## src/rtl/pc_gen.sv

```systemverilog
// pc_gen: program-counter generator at the head of fetch.
// Resolves trap, mret, stall, ret, branch and abs_branch redirects with fixed
// priority, raises a misaligned-target trap and holds the trap PC in epc.
// Optional return-address stack is built only when PC_RAS_EN is defined;
// without it, ret acts as an absolute jump and the RAS flags are constant.
module pc_gen #(
   parameter int unsigned           WIDTH        = 32,
   parameter logic [WIDTH-1:0]      RESET_VECTOR = '0,
   parameter int unsigned           RAS_DEPTH    = 4
) (
   input  logic             clk,
   input  logic             rst,
   input  logic             stall,
   input  logic             branch,
   input  logic             abs_branch,
   input  logic [WIDTH-1:0] immediate,
   input  logic             call,
   input  logic             ret,
   input  logic             trap,
   input  logic [WIDTH-1:0] trap_vec,
   input  logic             mret,
   output logic [WIDTH-1:0] pc_out,
   output logic             pc_valid,
   output logic [WIDTH-1:0] epc,
   output logic             misalign,
   output logic             ras_empty,
   output logic             ras_full
);

   typedef enum logic [1:0] {
      S_RESET,
      S_RUN,
      S_FLUSH
   } state_t;

   state_t           state_q;
   logic [WIDTH-1:0] pc_q;
   logic [WIDTH-1:0] epc_q;
   logic             valid_q;
   logic             misalign_q;

   logic [WIDTH-1:0] seqPc;
   logic [WIDTH-1:0] relTarget;
   logic [WIDTH-1:0] absTarget;
   logic [WIDTH-1:0] target;
   logic             redirect;
   logic             misTarget;
   logic             rasHit;
   logic [WIDTH-1:0] rasTop;

   assign seqPc     = pc_q + WIDTH'(4);
   assign relTarget = pc_q + immediate;
   assign absTarget = {immediate[WIDTH-1:1], 1'b0};

   // Select the redirect target among ret, branch and abs_branch; a ret that
   // finds the stack empty falls back to the absolute immediate target.
   always_comb begin
      redirect = 1'b0;
      target   = seqPc;
      if (ret) begin
         redirect = 1'b1;
         target   = rasHit ? rasTop : absTarget;
      end else if (branch) begin
         redirect = 1'b1;
         target   = relTarget;
      end else if (abs_branch) begin
         redirect = 1'b1;
         target   = absTarget;
      end
   end

   assign misTarget = redirect & target[1];

   // Main FSM: reset/run/flush sequencing, PC and epc update, misalign pulse.
   always_ff @(posedge clk) begin
      if (rst) begin
         state_q    <= S_RESET;
         pc_q       <= RESET_VECTOR;
         epc_q      <= '0;
         valid_q    <= 1'b0;
         misalign_q <= 1'b0;
      end else begin
         misalign_q <= 1'b0;
         case (state_q)
            S_RESET, S_FLUSH: begin
               state_q <= S_RUN;
               valid_q <= 1'b1;
            end
            S_RUN: begin
               if (trap) begin
                  pc_q    <= trap_vec;
                  epc_q   <= pc_q;
                  state_q <= S_FLUSH;
                  valid_q <= 1'b0;
               end else if (mret) begin
                  pc_q <= epc_q;
               end else if (!stall) begin
                  if (misTarget) begin
                     pc_q       <= trap_vec;
                     epc_q      <= pc_q;
                     misalign_q <= 1'b1;
                     state_q    <= S_FLUSH;
                     valid_q    <= 1'b0;
                  end else begin
                     pc_q <= target;
                  end
               end
            end
            default: begin
               state_q <= S_RESET;
               valid_q <= 1'b0;
            end
         endcase
      end
   end

   assign pc_out   = pc_q;
   assign pc_valid = valid_q;
   assign epc      = epc_q;
   assign misalign = misalign_q;

`ifdef PC_RAS_EN
   localparam int unsigned PTR_W = (RAS_DEPTH > 1) ? $clog2(RAS_DEPTH) : 1;
   localparam int unsigned CNT_W = PTR_W + 1;

   logic [WIDTH-1:0] rasMem_q [RAS_DEPTH];
   logic [PTR_W-1:0] top_q;
   logic [PTR_W-1:0] top_d;
   logic [CNT_W-1:0] count_q;
   logic [CNT_W-1:0] count_d;
   logic             empty_q;
   logic             full_q;
   logic             rasUpdate;
   logic             pushReq;
   logic             popReq;
   logic             wrEn;
   logic [PTR_W-1:0] wrPtr;

   assign rasHit    = (count_q != '0);
   assign rasTop    = rasMem_q[top_q];
   assign pushReq   = call & (ret | branch | abs_branch);
   assign popReq    = ret & rasHit;
   assign rasUpdate = !rst && (state_q == S_RUN) && !trap && !mret && !stall && !misTarget;

   // Stack pointer/count next state; a simultaneous pop and push rewrites
   // the current top slot so the depth does not change.
   always_comb begin
      top_d   = top_q;
      count_d = count_q;
      wrEn    = 1'b0;
      wrPtr   = top_q;
      if (rasUpdate) begin
         if (popReq && pushReq) begin
            wrEn  = 1'b1;
            wrPtr = top_q;
         end else if (popReq) begin
            top_d   = top_q - PTR_W'(1);
            count_d = count_q - CNT_W'(1);
         end else if (pushReq) begin
            top_d = top_q + PTR_W'(1);
            wrPtr = top_q + PTR_W'(1);
            wrEn  = 1'b1;
            if (count_q != CNT_W'(RAS_DEPTH)) begin
               count_d = count_q + CNT_W'(1);
            end
         end
      end
   end

   // Register pointer, count and the empty/full flags derived from the new count.
   always_ff @(posedge clk) begin
      if (rst) begin
         top_q   <= '0;
         count_q <= '0;
         empty_q <= 1'b1;
         full_q  <= 1'b0;
      end else begin
         top_q   <= top_d;
         count_q <= count_d;
         empty_q <= (count_d == '0);
         full_q  <= (count_d == CNT_W'(RAS_DEPTH));
      end
   end

   // Return-address storage; when full, the push wraps onto the oldest entry.
   always_ff @(posedge clk) begin
      if (wrEn) begin
         rasMem_q[wrPtr] <= seqPc;
      end
   end

   assign ras_empty = empty_q;
   assign ras_full  = full_q;
`else
   logic unusedCall;

   assign unusedCall = call;
   assign rasHit     = 1'b0;
   assign rasTop     = '0;
   assign ras_empty  = 1'b1;
   assign ras_full   = 1'b0;
`endif

endmodule
```

## config.mk

```make
export PLATFORM = sky130hd
export DESIGN_NAME = pc_gen
export DESIGN_NICKNAME = d
export VERILOG_FILES = /design/src/rtl/pc_gen.sv
export SDC_FILE = /design/constraint.sdc
export NUM_CORES = 1
export LEC_CHECK = 0
export BUFFER_PORTS_ARGS = -buffer_cell sky130_fd_sc_hd__buf_4
export CORE_UTILIZATION = 30
export DETAILED_ROUTE_END_ITERATION = 12
export GPL_ROUTABILITY_DRIVEN = 1
export GPL_TIMING_DRIVEN = 0
export PLACE_DENSITY = 0.58
export RECOVER_POWER = 50
export SETUP_SLACK_MARGIN = 0.5
export SYNTH_ARGS = -nofsm -noshare
export SYNTH_HDL_FRONTEND = slang
export SYNTH_SLANG_ARGS = --single-unit
```

## constraint.sdc

```tcl
create_clock -name clk -period 6.5 [get_ports clk]
set_input_delay 0.975 -clock clk [delete_from_list [all_inputs] [get_ports clk]]
set_output_delay 0.975 -clock clk [all_outputs]
set_load 0.01 [all_outputs]
```

==> results by group <==
Clock network
  – Clk_lat worst skew: ~0.34 ns
  – Clk root buf: clkbuf_16
  – Post-cts sizing count: 0
  – CTS buffer count: 9
  – TritonCTS clock tree: done
  – Maximum clock path buffer count: 2
  – Sink Count: 67
  – Clk pin slew, worst setup/hold paths: 0.06 ns
  – # hold bufs at CTS: 0
  – Post-CTS Setup Inserts: 0
  – H-tree depth: 3

Placed design
  – Gp weighted congestion: 0.939
  – HPWL after DPL: roughly 21 mm
  – I/O Buffers: between 100 and 150
  – Placed Area: roughly 7400 um2

Timing
  – Hold Vio Cnt, Final: 0
  – Worst-margin pin slew: 1.10 ns
  – Max Fclk: ~0.26 GHz
  – Final period util: 58.8%
  – Period minus WS final: roughly 3.8 ns
  – WHS: between 0.4 and 0.5 ns
  – RSZ-0062 raised after global routing: false
  – Clock Skew: about 0.011 ns
  – Slew Viols, Final: 0
  – Slew margin rel.: a little over a quarter
  – Total Neg Setup Slack: 0 ns
  – Final-report setup violation count: 0

Yosys
  – FF+latch count, synth: 67
  – Syn_area_per_cell: slightly above 7 um2
  – Synthesized cell area: 6010 um2
  – Post-synthesis cell type count: 72
  – Post-synthesis net count: 955
  – Post-synth ARST share: 0%
  – YS warnings: 0
  – Ys flop type: dfxtp_1
  – Post-Synthesis Cells: 849
  – Post-synth EDFFs: 0
  – Sequential fraction of the synthesis area: 22.3%

Floorplan
  – # rows: 51
  – # IOs: 141
  – Die width: between 100 and 150 um
  – Die area: 20600 um2
  – Initial Utilization: 30.8%
  – Die Y: ~140 um
  – Core Footprint: 19500 um2

Finish
  – Antenna Cells: 0
  – Fin area: 7440 um2
  – Final Core Density: 38.1%
  – Area grow syn2layout: 23.7%
  – Layout cell share with drive strength beyond 1: 12.2%
  – Nets@finish: 1101
  – Fill cells: 2161

Critical path
  – Setup crit start: immediate[0]
  – Setup crit end kind: flip-flop
  – CP cell instances: buf_4, ha_1, inv_1, fa_1, nor2b_1, o211ai_1, a21boi_1, o31a_1, a31oi_1, o31a_1, o21ai_0, xor2_1, a221oi_1, nor3_1
  – CP startpoint kind: input pin
  – Beginning of the worst register-to-register path: pc_out[0]
  – Most frequent CP cell: o31a_1
  – Setup slack, reg-to-reg: 3.00 ns
  – R2R Path End: pc_out[30]
  – Worst path top cell family by delay: compound AO/OA/AOI/OAI gates
  – CP max FO: 4
  – R2R depth: 13
  – Buf/Inv on CP: 2
  – Critical-path top delay cell: fa_1
  – Max incr delay on CP: between 0.4 and 0.5 ns
  – Setup Crit Path Kind: input pin to flip-flop
  – Worst EP arrival: 4.02 ns
  – CP Data Required Time: 6.69 ns

Pwr
  – Pwr per Cell Area: 207 nW/um2
  – Worst vdd ir: approximately 110 uV
  – Lkg Pwr: 0.00287 uW

Global routing
  – GRT overflow: 0
  – Global Route Usage Sum: 25.2%
  – Antenna violations before repair: 0
  – Met1 usage: roughly 34%
  – Largest net degree at the start of global routing: 12
  – Vias in the first global route: 6587
  – Grt peak-use layer: met2
  – GR Layer Usage met3: 5.10%
  – Met2 GRT Util: 38.2%
  – First-pass GRT wire length: 38.8 mm

Hold path
  – WHS Path Cells: 1
  – Hold path endpoint: state_q[0]
  – Worst Min Path Start: state_q[0]
  – Hold WC Path Type: flip-flop to flip-flop

Routing
  – Avg Vias per Cell: 5.61
  – First-iteration detailed-routing DRC count: 702
  – Final ANT Viol Nets: 0
  – Drt wl/cell: 20.5 um
  – Detailed Routing Iterations Pass 1: 6
  – Routed WL: 25.9 mm
  – Residual DRC: 0
  – DR vias: a little over 7000

Run
  – Max Cap Viol: 0

Run status
  – Outcome: finished, final reports clean
kinds of logic after synthesis:
family                     synth area share (%)
AOI/OAI and AO/OA                          32.1
xor gates and xnor gates                   7.87
adders and majority gates                  6.99
buffers and inverters                      6.12
DFF                                        22.3
muxes                                      1.02
other                                     0.125
and+or+nand+nor                            23.5
layout by cell type (no fill, tap or decap), types with 4 or more instances in the layout:
cell type,Yosys,layout
a2111oi_0,4,4
a211oi_1,9,9
a21o_1,12,12
a21oi_1,121,121
a221o_1,7,7
a221oi_1,14,14
a22oi_1,11,11
a31oi_1,4,4
and2_1,5,5
and3_1,8,8
buf_2,10,10
buf_4,4,73
clkbuf_1,37,103
clkbuf_16,0,9
clkbuf_8,4,6
dfxtp_1,67,67
ha_1,32,32
inv_1,17,17
mux2i_1,5,5
nand2_1,135,135
nand3_1,24,24
nand4_1,11,11
nor2_1,69,69
nor2b_1,9,9
nor3_1,17,17
nor4_1,5,5
o211ai_1,8,8
o21a_1,7,7
o21ai_0,52,52
o21bai_1,5,5
o221ai_1,12,12
o22ai_1,11,11
o31ai_1,4,4
or3_1,4,4
xnor2_1,34,34
xor2_1,20,20
how the worst max path moves through the flow:
stage / end / cells after the start
finish: pc_out[30] / 14
global route: pc_out[30] / 14
CTS: pc_out[30] / 14
detailed placement: pc_out[30] / 14
global placement: pc_out[30] / 14
floorplan: pc_out[30] / 13
synth_stat cells, types with 4 or more instances:
library cell    n  area share, %
dfxtp_1        67             22
and2_1          5           0.52
inv_1          17            1.1
xor2_1         20            2.9
a211oi_1        9            1.1
a21o_1         12            1.5
a221oi_1       14            2.0
a21oi_1       121             10
clkbuf_8        4           0.92
buf_4           4           0.50
ha_1           32            6.7
a22oi_1        11            1.4
nor2b_1         9           0.94
nand2_1       135            8.4
nand4_1        11            1.1
nor3_1         17            1.4
clkbuf_1       37            2.3
and3_1          8           0.83
a221o_1         7            1.2
o221ai_1       12            1.7
nor4_1          5           0.52
xnor2_1        34            5.0
o211ai_1        8            1.0
o22ai_1        11            1.1
o21a_1          7           0.87
nor2_1         69            4.3
mux2i_1         5           0.83
or3_1           4           0.42
a2111oi_0       4           0.58
o31ai_1         4           0.50
a31oi_1         4           0.42
o21ai_0        52            4.3
nand3_1        24            2.0
buf_2          10           0.83
o21bai_1        5           0.62
state kept, by name (all words and copies together) (netlist names):
signal	count
misalign	1
epc	32
state_q	2
pc_out	32
report_power, final:
part | switching (uW) | total [uW] | internal (uW)
combinational | 311 | 504 | 193
clock | 190 | 545 | 355
sequential | 53.3 | 488 | 435
total | 554 | 1540 | 983
through the flow:
stage	worst slack [ns]	std cells	power, uW
final	2.68	1264	1540
after global routing	2.47	1264	1600
after CTS	2.72	1264	1540
after detailed placement	2.40	1249	1000
after global placement	2.35	1249	1010
after floorplan	3.17	849	799
area by class of cell:
type	instances	area, um2	share of cell area [%]
plain buffers	58	304	4.09
well taps	265	332	4.46
flip-flops and latches	67	1340	18.0
inverters	17	63.8	0.858
clock buffers	11	253	3.40
repair buffers	135	766	10.3
clock inverters	4	73.8	0.993
multi-input cells	707	4300	57.9
metal layers:
metal  up-vias  part of all wire (%)
met5         -                     0
met4         0                   3.7
met3        57                   8.6
met2       337                    43
met1      3304                    45
li1       3390                     -
No activity file was read; power rests on OpenSTA's default activity.
